==> config.mk <==
export PLATFORM = sky130hd
export DESIGN_NAME = uart_frame_sequencer
export DESIGN_NICKNAME = d
export VERILOG_FILES = /design/src/rtl/uart_frame_sequencer.sv
export SDC_FILE = /design/constraint.sdc
export NUM_CORES = 1
export LEC_CHECK = 0
export CORE_MARGIN = 4
export CORE_UTILIZATION = 35
export DETAILED_ROUTE_END_ITERATION = 8
export PLACE_DENSITY_LB_ADDON = 0.08
export SYNTH_ARGS = -nofsm -noshare
export SYNTH_HDL_FRONTEND = slang
export SYNTH_SLANG_ARGS = --single-unit
==> constraint.sdc <==
create_clock -name clk -period 2.2 [get_ports clk]
set_input_delay 0.55 -clock clk [delete_from_list [all_inputs] [get_ports clk]]
set_output_delay 0.55 -clock clk [all_outputs]
set_load 0.02 [all_outputs]
==> src/rtl/uart_frame_sequencer.sv <==
`default_nettype none
// ============================================================================
// Module   : uart_frame_sequencer
// Purpose  : Streams a run-time-sized block of bytes from the transmit buffer
//            RAM into the UART transmitter. Generates buffer read addresses,
//            pulses the transmitter enable once per byte, waits for each
//            byte's completion, and reports busy / done / aborted status.
// Ports    : clk, rst            - clock, asynchronous active-low reset
//            tick_en_i           - baud tick enable; FSM moves only on ticks
//            start_i             - frame request (sampled in IDLE)
//            base_addr_i         - first buffer address, latched at start
//            frame_len_i         - byte count, latched at start
//            abort_i             - terminate the current frame
//            tx_done_i           - transmitter byte-complete indication
//            addr_o              - registered buffer read address
//            tx_ena_o            - one-tick transmit enable per byte
//            busy_o              - high while a frame is in progress
//            frame_done_o        - one-tick pulse on normal completion
//            aborted_o           - one-tick pulse on abort termination
// Revision : 1.0 - initial release
// ============================================================================
module uart_frame_sequencer #(
    parameter int ADDR_W    = 4,
    parameter int LEN_W     = 4,
    parameter int GAP_TICKS = 0
) (
    input  logic              clk,
    input  logic              rst,
    input  logic              tick_en_i,
    input  logic              start_i,
    input  logic [ADDR_W-1:0] base_addr_i,
    input  logic [LEN_W-1:0]  frame_len_i,
    input  logic              abort_i,
    input  logic              tx_done_i,
    output logic [ADDR_W-1:0] addr_o,
    output logic              tx_ena_o,
    output logic              busy_o,
    output logic              frame_done_o,
    output logic              aborted_o
);

    localparam int c_GAP_W = (GAP_TICKS > 1) ? $clog2(GAP_TICKS + 1) : 1;
    localparam logic [c_GAP_W-1:0] c_GAP_LOAD = c_GAP_W'(GAP_TICKS);
    localparam logic [c_GAP_W-1:0] c_GAP_ONE  = c_GAP_W'(1);

    typedef enum logic [2:0] {
        S_IDLE = 3'd0,
        S_LOAD = 3'd1,
        S_SEND = 3'd2,
        S_WAIT = 3'd3,
        S_GAP  = 3'd4
    } state_t;

    state_t              state_q, state_d;
    logic [ADDR_W-1:0]   addr_q, addr_d;
    logic [ADDR_W-1:0]   base_q, base_d;
    logic [LEN_W-1:0]    len_q, len_d;
    logic [LEN_W-1:0]    idx_q, idx_d;
    logic [c_GAP_W-1:0]  gap_q, gap_d;
    logic                abort_lat_q, abort_lat_d;
    logic                tx_ena_q, tx_ena_d;
    logic                frame_done_q, frame_done_d;
    logic                aborted_q, aborted_d;

    logic [LEN_W-1:0]    w_idx_nxt;

    assign w_idx_nxt = idx_q + LEN_W'(1);

    always_ff @(posedge clk or negedge rst) begin
        if (!rst) begin
            state_q      <= S_IDLE;
            addr_q       <= '0;
            base_q       <= '0;
            len_q        <= '0;
            idx_q        <= '0;
            gap_q        <= '0;
            abort_lat_q  <= 1'b0;
            tx_ena_q     <= 1'b0;
            frame_done_q <= 1'b0;
            aborted_q    <= 1'b0;
        end else begin
            state_q      <= state_d;
            addr_q       <= addr_d;
            base_q       <= base_d;
            len_q        <= len_d;
            idx_q        <= idx_d;
            gap_q        <= gap_d;
            abort_lat_q  <= abort_lat_d;
            tx_ena_q     <= tx_ena_d;
            frame_done_q <= frame_done_d;
            aborted_q    <= aborted_d;
        end
    end

    always_comb begin
        // Everything holds between ticks, including the pulse outputs.
        state_d      = state_q;
        addr_d       = addr_q;
        base_d       = base_q;
        len_d        = len_q;
        idx_d        = idx_q;
        gap_d        = gap_q;
        abort_lat_d  = abort_lat_q;
        tx_ena_d     = tx_ena_q;
        frame_done_d = frame_done_q;
        aborted_d    = aborted_q;

        if (tick_en_i) begin
            // Pulses last exactly one tick period.
            tx_ena_d     = 1'b0;
            frame_done_d = 1'b0;
            aborted_d    = 1'b0;

            case (state_q)
                S_IDLE: begin
                    abort_lat_d = 1'b0;
                    if (start_i) begin
                        if (frame_len_i != '0) begin
                            base_d  = base_addr_i;
                            len_d   = frame_len_i;
                            idx_d   = '0;
                            addr_d  = base_addr_i;
                            state_d = S_LOAD;
                        end else begin
                            frame_done_d = 1'b1;
                        end
                    end
                end

                S_LOAD: begin
                    if (abort_i) begin
                        aborted_d = 1'b1;
                        state_d   = S_IDLE;
                    end else begin
                        state_d = S_SEND;
                    end
                end

                S_SEND: begin
                    if (abort_i) begin
                        aborted_d = 1'b1;
                        state_d   = S_IDLE;
                    end else begin
                        tx_ena_d = 1'b1;
                        state_d  = S_WAIT;
                    end
                end

                S_WAIT: begin
                    // Abort is deferred so the byte in flight completes.
                    abort_lat_d = abort_lat_q | abort_i;
                    if (tx_done_i) begin
                        if (abort_lat_q || abort_i) begin
                            abort_lat_d = 1'b0;
                            aborted_d   = 1'b1;
                            state_d     = S_IDLE;
                        end else if (w_idx_nxt == len_q) begin
                            frame_done_d = 1'b1;
                            state_d      = S_IDLE;
                        end else begin
                            idx_d  = w_idx_nxt;
                            addr_d = base_q + ADDR_W'(w_idx_nxt);
                            if (GAP_TICKS > 0) begin
                                gap_d   = c_GAP_LOAD;
                                state_d = S_GAP;
                            end else begin
                                state_d = S_LOAD;
                            end
                        end
                    end
                end

                S_GAP: begin
                    if (abort_i) begin
                        aborted_d = 1'b1;
                        state_d   = S_IDLE;
                    end else if (gap_q <= c_GAP_ONE) begin
                        gap_d   = '0;
                        state_d = S_LOAD;
                    end else begin
                        gap_d = gap_q - c_GAP_ONE;
                    end
                end

                default: begin
                    state_d = S_IDLE;
                end
            endcase
        end
    end

    assign addr_o       = addr_q;
    assign tx_ena_o     = tx_ena_q;
    assign busy_o       = (state_q != S_IDLE);
    assign frame_done_o = frame_done_q;
    assign aborted_o    = aborted_q;

endmodule
`default_nettype wire
Yosys cells after proc, flatten, opt, wreduce, memory -nomap -nowiden
Index checks and enable logic that the tools add are counted.
Widths: inputs -> output; s select.
- output and inout bits: 8
- register bits after elaboration: 24
- bits of input ports: 14
- reductions and logical operators: 11
- add/subtract/negate cells: 3
- order comparisons: 1
- equal/unequal tests: 11
- multiplexer cells: 38
- bitwise operators: 2
- operator list (cell ; count):
    $mux 4 ; 10
    $pmux 4 s2 ; 2
    $mux 1 ; 15
    $mux 3 ; 5
    $pmux 3 s5 ; 1
    $ne 2x2->1 const B ; 5
    $reduce_and 7->1 ; 1
    $eq 3x2->1 const B ; 2
    $pmux 1 s2 ; 3
    $reduce_and 5->1 ; 1
    $add 4x1->4 const B ; 1
    $add 4x4->4 ; 1
    $eq 4x4->1 ; 1
    $mux 2 ; 2
    $reduce_and 4->1 ; 1
    $reduce_bool 4->1 ; 1
    $eq 3x1->1 const B ; 1
    $eq 3x3->1 const B ; 1
    $logic_not 3->1 ; 1
    $ne 3x3->1 const B ; 1
    $reduce_and 3->1 ; 1
    $reduce_bool 3->1 ; 1
    $reduce_or 3->1 ; 1
    $reduce_and 2->1 ; 1
    6 further kinds ; 6

Longest topological paths before layout
Gate-level depths: netlist of the first run.
- word-level depth: 6
- depth in mapped cells: 8
- mapped depth without buffers: 7

Worst setup path before layout of the first run
No wires, ideal clock.
- path kind: register -> register
- start point: register state_q[0]
- end point: register idx_q[2]
- setup slack: 0.176 ns
- arrival: 1.955 ns
- period minus slack after synthesis: 2.024 ns
- required time: 2.131 ns
- library setup time: 0.069 ns
- stages on the path, launching flop included: 9
- cells stage by stage: dfrtp_1 inv_1 ha_1 inv_2 o2111ai_4 a211o_1 buf_6 or4_1 nand3_1
- cells in the longest elaborated chain, start to end: 3
- elaborated cells on any way between the ends: 10
- RTL lines (item ; line ; RTL):
    from (decl) ; 54 ; state_t state_q, state_d;
    from (signal assigned) ; 82 ; state_q <= state_d;
    $eq 3x2->1 / $logic_not 3->1 (equally long branches) ; 114 ; case (state_q)
    $ne 2x2->1 (no line) / $reduce_bool 2->1 (equally long branches) ; - ;
    $reduce_and 7->1 (no line) ; - ;
    to (signal assigned) ; 86 ; idx_q <= idx_d;
    to (decl) ; 58 ; logic [LEN_W-1:0] idx_q, idx_d;
Parallel ways exist; a longest one is shown, timed or not.
A chain may end at the register's enable or synchronous reset.

Final worst setup path of the first run
- start point: input frame_len_i[2]
- end point: register addr_q[3] (netlist: addr_o[3])
- cells in the longest elaborated chain, start to end: 3
- RTL lines (item ; line ; RTL):
    from (decl) ; 32 ; input logic [LEN_W-1:0] frame_len_i,
    $reduce_bool 4->1 ; 118 ; if (frame_len_i != '0) begin
    $ne 2x2->1 (no line) ; - ;
    $reduce_and 7->1 (no line) ; - ;
    to (signal assigned) ; 83 ; addr_q <= addr_d;
    to (decl) ; 55 ; logic [ADDR_W-1:0] addr_q, addr_d;
No other way between the ends.

==> impl_metrics.env, run 1 <==
export IMPL_status="finished, final reports clean"
export IMPL_cts_hold_buf=0
export IMPL_io_pins=22
export IMPL_path_class="input port to register"
export IMPL_hpwl_mm=2.49
export IMPL_diodes=0
export IMPL_p_leak_nw=0.809
export IMPL_vias_per_cell=5.13
export IMPL_start_kind="input port"
export IMPL_synth_xor_area_share_pct=7.28
export IMPL_pwr_density_cell_nw_per_um2=1210
export IMPL_antenna_found_initial=0
export IMPL_synth_edf_count=0
export IMPL_yosysSeqAreaShare_pct=39.6
export IMPL_htree_levels=1
export IMPL_synthCells=149
export IMPL_vias=1170
export IMPL_grt_start_max_net_pins=23
export IMPL_clkSinkCount=22
export IMPL_report_final_slew_viol_count=0
export IMPL_cts_tree="done"
export IMPL_grt_remaining_overflow=0
export IMPL_dieArea_um2=5050
export IMPL_ir_worst_vdd_v=0.000638
export IMPL_critPathMaxFanout=5
export IMPL_power_mw=2.16
export IMPL_hp_class="register to register"
export IMPL_ys_types=41
export IMPL_cts_root_buf="clkbuf_8"
export IMPL_clock_latency_ns=0.26
export IMPL_initial_utilization_pct=37.2
export IMPL_drive_gt1_share_pct=16.1
export IMPL_wl_per_cell_um=13.9
export IMPL_fin_setup_tns_ns=0
export IMPL_end_kind="register"
export IMPL_synthArstFlopShare_pct=100
export IMPL_r2r_start="state_q[1]$_DFFE_PN0P_"
export IMPL_firstDrtPassIters=4
export IMPL_fmax_ghz=0.475
export IMPL_path_clk_slew_ns=0.07
export IMPL_r2r_slack_ns=0.17
export IMPL_drt_iter0_markers=43
export IMPL_fp_dieW_um=71.1
export IMPL_core_area_um2=3740
export IMPL_synth_ff_type="dfrtp_1"
export IMPL_finalWirelength_mm=3.17
export IMPL_worst_slew_pin_slew_ns=0.499
export IMPL_reg2reg_to="idx_q[2]$_DFFE_PN0P_"
export IMPL_min_to="base_q[0]$_DFFE_PN0P_"
export IMPL_cts_made_buffers=3
export IMPL_whs_path_depth=2
export IMPL_required_ns=2.38
export IMPL_synth_compound_area_share_pct=14.1
export IMPL_cts_buffer_depth=2
export IMPL_synth_top_family_by_area="simple AND/OR/NAND/NOR gates"
export IMPL_fin_skew_ns=0.00409
export IMPL_yosys_warnings=0
export IMPL_hold_viol=0
export IMPL_rsz0062_at_grt="false"
export IMPL_place_congestion=0.822
export IMPL_cap_violations=0
export IMPL_synth_area_mux_share_pct=1.62
export IMPL_final_nets=205
export IMPL_min_period_ns=2.10
export IMPL_synth_nets=172
export IMPL_syn2layout_area_growth_pct=28.2
export IMPL_grt_pass1_vias=1262
export IMPL_arrival_ns=2.28
export IMPL_synthAdderAreaFrac_pct=8.63
export IMPL_fin_crit_sh_pct=95.6
export IMPL_syn_area_per_cell_um2=9.34
export IMPL_grt_pass1_wl_mm=5.68
export IMPL_hold_start="base_q[0]$_DFFE_PN0P_"
export IMPL_grt_usage_pct=13.8
export IMPL_die_y_um=71.1
export IMPL_slew_headroom_pct=66.7
export IMPL_r2r_cells=7
export IMPL_drc_errors=0
export IMPL_setup_viol=0
export IMPL_synthSimpleGateAreaFrac_pct=24.3
export IMPL_portBuffers=21
export IMPL_antenna_left=0
export IMPL_fp_row_count=22
export IMPL_ys_seq_elements=22
export IMPL_synth_cell_area_um2=1390
-- cell usage after synthesis (all sizes together) (2+ instances only) --
master / n / area (um2)
mux2: 2 / 22.5
nand2b: 2 / 22.5
inv: 6 / 22.5
a31oi: 3 / 18.8
or2: 3 / 18.8
o21ai: 4 / 20.0
xor2: 5 / 43.8
a22o: 3 / 26.3
a21oi: 3 / 15.0
dfrtp: 22 / 551
ha: 8 / 100
buf: 4 / 28.8
nand4: 6 / 37.5
nor3: 6 / 30.0
nand3: 10 / 50.1
nand2: 30 / 113
clkbuf: 3 / 11.3
a2bb2oi: 3 / 26.3
o211ai: 2 / 15.0
xnor2: 4 / 35.0
nor2: 4 / 15.0
or4: 3 / 26.3
-- state kept, by name (all words and copies together) (netlist names) --
register	flops
abort_lat_q	1
aborted_o	1
addr_o	4
base_q	4
frame_done_o	1
idx_q	4
len_q	4
state_q	2
tx_ena_o	1
-- report_power, final --
group          leakage [nW]  internal, mW  switching, mW  total (mW)
logic                 0.507         0.558          0.653        1.21
registers             0.281         0.567          0.136       0.704
clock network        0.0216         0.122          0.123       0.245
total                 0.809          1.25          0.912        2.16
-- critical path, cell delays in order --
cell and delay, ns:
clkdlybuf4s50_1 0.43, or4_4 0.58, o2111ai_4 0.27, buf_6 0.15, or4_1 0.09, o21ai_0 0.07, nor3_1 0.14
-- metrics by stage --
stage | instance area, um2 | util (%) | setup WS [ns] | hold slack (ns) | std cells
floorplan | 1390 | - | 0.176 | 0.254 | 149
global placement | 1720 | 45.9 | -0.293 | 0.482 | 224
detailed placement | 1720 | 45.9 | -0.320 | 0.483 | 224
CTS | 1760 | 47.1 | 0.0261 | 0.501 | 227
global route | 1780 | 47.7 | 0.00188 | 0.543 | 228
finish | 1780 | 47.7 | 0.0966 | 0.499 | 228
-- metal layers --
layer / vias up / track usage (%) / wire, um
met1: 549 / 18.6 / 1520
met5: - / 0 / 0
met2: 20 / 22.0 / 1490
met3: 7 / 2.70 / 96
met4: 0 / 4.80 / 60
li1: 594 / - / -
-- repair_timing --
action / 4_1_cts / 5_1_grt
gates resized for setup: 2 / 2
pin swaps: 0 / 3
setup endpoints to repair: 2 / 5
buffers inserted: 0 / 1
-- placed cells by master, fill, tap and decap left out, types with 4 or more instances in the layout --
| cell type | count |
|---|---|
| dfrtp_1 | 22 |
| ha_1 | 8 |
| nor2_1 | 4 |
| nand4_1 | 6 |
| clkdlybuf4s50_1 | 20 |
| buf_4 | 13 |
| nand3_1 | 10 |
| xnor2_1 | 4 |
| xor2_1 | 5 |
| inv_1 | 5 |
| nor3_1 | 6 |
| nand2_1 | 30 |
-- how the worst max path moves through the flow --
stage	endpoint	slack [ns]	startpoint
5_1_grt	addr_o[3]$_DFFE_PN0P_	0.002	frame_len_i[2]
4_1_cts	addr_o[0]$_DFFE_PN0P_	0.03	frame_len_i[1]
2_1_floorplan	idx_q[2]$_DFFE_PN0P_	0.18	state_q[0]$_DFFE_PN0P_
3_5_place_dp	addr_o[3]$_DFFE_PN0P_	-0.32	frame_len_i[0]
6_report	addr_o[3]$_DFFE_PN0P_	0.1	frame_len_i[2]
3_3_place_gp	addr_o[3]$_DFFE_PN0P_	-0.29	frame_len_i[2]
-- logic make-up after synthesis --
family | after synthesis
muxes | 2
buffers and inverters | 13
and+or+nand+nor | 68
DFF | 22
xor gates and xnor gates | 10
AOI/OAI and AO/OA | 25
adders and majority gates | 9
-- area by class of cell --
| class | count | area (um2) |
|---|---|---|
| Sequential cell | 22 | 551 |
| Clock buffer | 3 | 41.3 |
| Multi-Input combinational cell | 114 | 792 |
| Timing Repair Buffer | 35 | 318 |
| Tap cell | 48 | 60.1 |
| Inverter | 6 | 22.5 |
| Fill cell | 381 | 1960 |
Note: power is estimated with default switching activity, not from simulation.
==> run 2: changes to the inputs <==
--- a/config.mk
+++ b/config.mk
@@ -5,10 +5,13 @@
 export SDC_FILE = /design/constraint.sdc
 export NUM_CORES = 1
 export LEC_CHECK = 0
+export ABC_AREA = 1
 export CORE_MARGIN = 4
 export CORE_UTILIZATION = 35
+export CTS_CLUSTER_SIZE = 8
 export DETAILED_ROUTE_END_ITERATION = 8
 export PLACE_DENSITY_LB_ADDON = 0.08
+export SKIP_CTS_REPAIR_TIMING = 1
 export SYNTH_ARGS = -nofsm -noshare
 export SYNTH_HDL_FRONTEND = slang
 export SYNTH_SLANG_ARGS = --single-unit
==> run 2 against run 1 <==
Compared with the run above:
- synthesized cell count increased by 20%
- setup slack improved by 0.19 ns
- core utilization decreased by 1.4 points
- count of clock-buffer cells in the layout unchanged
- maximum frequency increased by 10%
- sequential power decreased by 6.8%
- die area decreased by 2.2%
- critical path depth increased by 3
==> impl_metrics.env, run 2 <==
export IMPL_status="finished, final reports clean"
export IMPL_io_pins=22
export IMPL_place_congestion=0.838
export IMPL_yosysTopAreaCell="dfrtp_1"
export IMPL_setup_viol=0
export IMPL_required_ns=2.35
export IMPL_htree_levels=1
export IMPL_synth_edf_count=0
export IMPL_p_int_mw=1.22
export IMPL_cts_made_buffers=3
export IMPL_synth_area_top_cells="dfrtp_1 41%, nand2_1 14%, ha_1 7.4%"
export IMPL_post_route_worst_setup_slack_ns=0.291
export IMPL_fmax_ghz=0.524
export IMPL_p_leak_nw=0.883
export IMPL_synth_ff_type="dfrtp_1"
export IMPL_cts_tree="done"
export IMPL_synthAdderAreaFrac_pct=8.85
export IMPL_nFillCells=376
export IMPL_dpl_cell_area_um2=1650
export IMPL_synth_top_family_by_area="simple AND/OR/NAND/NOR gates"
export IMPL_fin_setup_tns_ns=0
export IMPL_p_switching_mw=0.841
export IMPL_dieArea_um2=4940
export IMPL_antenna_found_initial=0
export IMPL_firstDrtPassIters=4
export IMPL_worst_slew_pin_slew_ns=0.411
export IMPL_yosysSeqAreaShare_pct=40.6
export IMPL_syn_area_per_cell_um2=7.58
export IMPL_yosysMostFrequentCell="nand2_1"
export IMPL_finalWirelength_mm=2.95
export IMPL_synth_cell_area_um2=1360
export IMPL_synthCells=179
export IMPL_report_final_slew_viol_count=0
export IMPL_drive_gt1_share_pct=10.2
export IMPL_synthSimpleGateAreaFrac_pct=31.1
export IMPL_initial_utilization_pct=36.5
export IMPL_fin_crit_sh_pct=86.8
export IMPL_ys_types=22
export IMPL_regArea_um2=551
export IMPL_grt_remaining_overflow=0
export IMPL_hp_class="register to register"
export IMPL_synth_compound_area_share_pct=9.40
export IMPL_p_seq_share_pct=31.8
export IMPL_final_nets=230
export IMPL_cap_violations=0
export IMPL_hold_viol=0
export IMPL_syn2layout_area_growth_pct=26.7
export IMPL_multi_input_area_um2=687
export IMPL_start_kind="register"
export IMPL_path_class="register to register"
export IMPL_whs_ns=0.479
export IMPL_portBuffers=21
export IMPL_drc_errors=0
export IMPL_cts_buffer_depth=2
export IMPL_grt_pass1_wl_mm=5.26
export IMPL_end_kind="register"
export IMPL_synth_top_area_share_pct=40.6
export IMPL_diodes=0
export IMPL_place_ws_ns=0.103
export IMPL_path_clk_slew_ns=0.08
export IMPL_antenna_left=0
export IMPL_clkSinkCount=22
export IMPL_fin_skew_ns=0.00163
export IMPL_critPathMaxFanout=5
export IMPL_synth_nets=202
export IMPL_slew_headroom_pct=72.6
export IMPL_synth_common_cells="52 x nand2_1, 24 x inv_1, 22 x dfrtp_1, 18 x nand3_1, 17 x o21ai_0"
export IMPL_vias=1150
export IMPL_yosys_warnings=0
export IMPL_synth_area_mux_share_pct=0
export IMPL_hpwl_mm=2.39
export IMPL_min_period_ns=1.91
export IMPL_utilization_pct=46.3
export IMPL_arrival_ns=2.06
export IMPL_pwr_density_cell_nw_per_um2=1200
export IMPL_rsz0062_at_grt="false"
export IMPL_clock_latency_ns=0.26
export IMPL_p_sw_share_pct=40.7
export IMPL_ys_seq_elements=22
export IMPL_core_area_um2=3720
export IMPL_grt_usage_pct=13.1
export IMPL_wl_per_cell_um=11.6
export IMPL_grt_start_max_net_pins=23
export IMPL_die_y_um=70.3
export IMPL_synth_xor_area_share_pct=1.29
export IMPL_cts_root_buf="clkbuf_8"
export IMPL_final_cell_mix="52 x nand2_1, 24 x inv_1, 22 x dfrtp_1"
export IMPL_ir_worst_vdd_v=0.000522
export IMPL_fp_row_count=22
export IMPL_fp_dieW_um=70.3
export IMPL_design_area_um2=1720
export IMPL_combPwrFrac_pct=50.1
export IMPL_final_common_cell="nand2_1"
export IMPL_clock_power_share_pct=18.2
export IMPL_vias_per_cell=4.53
export IMPL_drt_iter0_markers=71
export IMPL_synthArstFlopShare_pct=100
export IMPL_grt_pass1_vias=1189
run 2: layer usage:
metal	share of wire, %	GRT usage, %
met1	51	18.2
met2	45	20.9
met3	2.6	1.87
met4	0.81	3.83
met5	0	0
run 2: kinds of logic after synthesis:
kind of cell,after synthesis
simple gates,93
xor+xnor,2
flops,22
compound gates,24
buf+inv,29
fa+ha+maj,9
run 2: power groups by stage:
stage | Combinational (mW) | Clock [mW] | Sequential (mW)
after floorplan | 0.686 | 0 | 0.698
after global placement | 1.03 | 0 | 0.661
after detailed placement | 1.04 | 0 | 0.664
after CTS | 1.05 | 0.386 | 0.657
after global routing | 1.19 | 0.397 | 0.675
final | 1.03 | 0.375 | 0.656
run 2: area by class of cell:
cell class	instances	area share, %
repair buffers	27	15.0
multi-input cells	128	39.9
well taps	48	3.49
clock inverters	1	1.75
flip-flops and latches	22	32.0
inverters	25	5.45
clock buffers	3	2.40
run 2: worst paths after layout:
check | to | slack, ns | cells past startpoint | start
max | addr_o[3]$_DFFE_PN0P_ | 0.29 | 10 | idx_q[1]$_DFFE_PN0P_
min | addr_o[2]$_DFFE_PN0P_ | 0.48 | 2 | addr_o[2]$_DFFE_PN0P_
max reg2reg | addr_o[3]$_DFFE_PN0P_ | 0.29 | 10 | idx_q[1]$_DFFE_PN0P_
min reg2reg | addr_o[2]$_DFFE_PN0P_ | 0.48 | 2 | addr_o[2]$_DFFE_PN0P_
max in group asynchronous | base_q[2]$_DFFE_PN0P_ | 1.34 | 2 | rst
min in group asynchronous | idx_q[2]$_DFFE_PN0P_ | 0.64 | 2 | rst
run 2: per-stage QoR:
step / cells / power (mW)
floorplan: 179 / 1.38
global route: 254 / 2.26
finish: 254 / 2.06
detailed placement: 250 / 1.70
CTS: 254 / 2.09
global placement: 250 / 1.69
run 2: worst max-delay path, cell delays in order (launching register included):
cell and delay [ns]:
dfrtp_1 0.43, ha_1 0.43, ha_1 0.28, nand2_1 0.06, nand2_1 0.04, a21oi_1 0.18, nand3_1 0.10, nand3_1 0.08
nand2_1 0.06, nand3_1 0.07, nand2_1 0.06
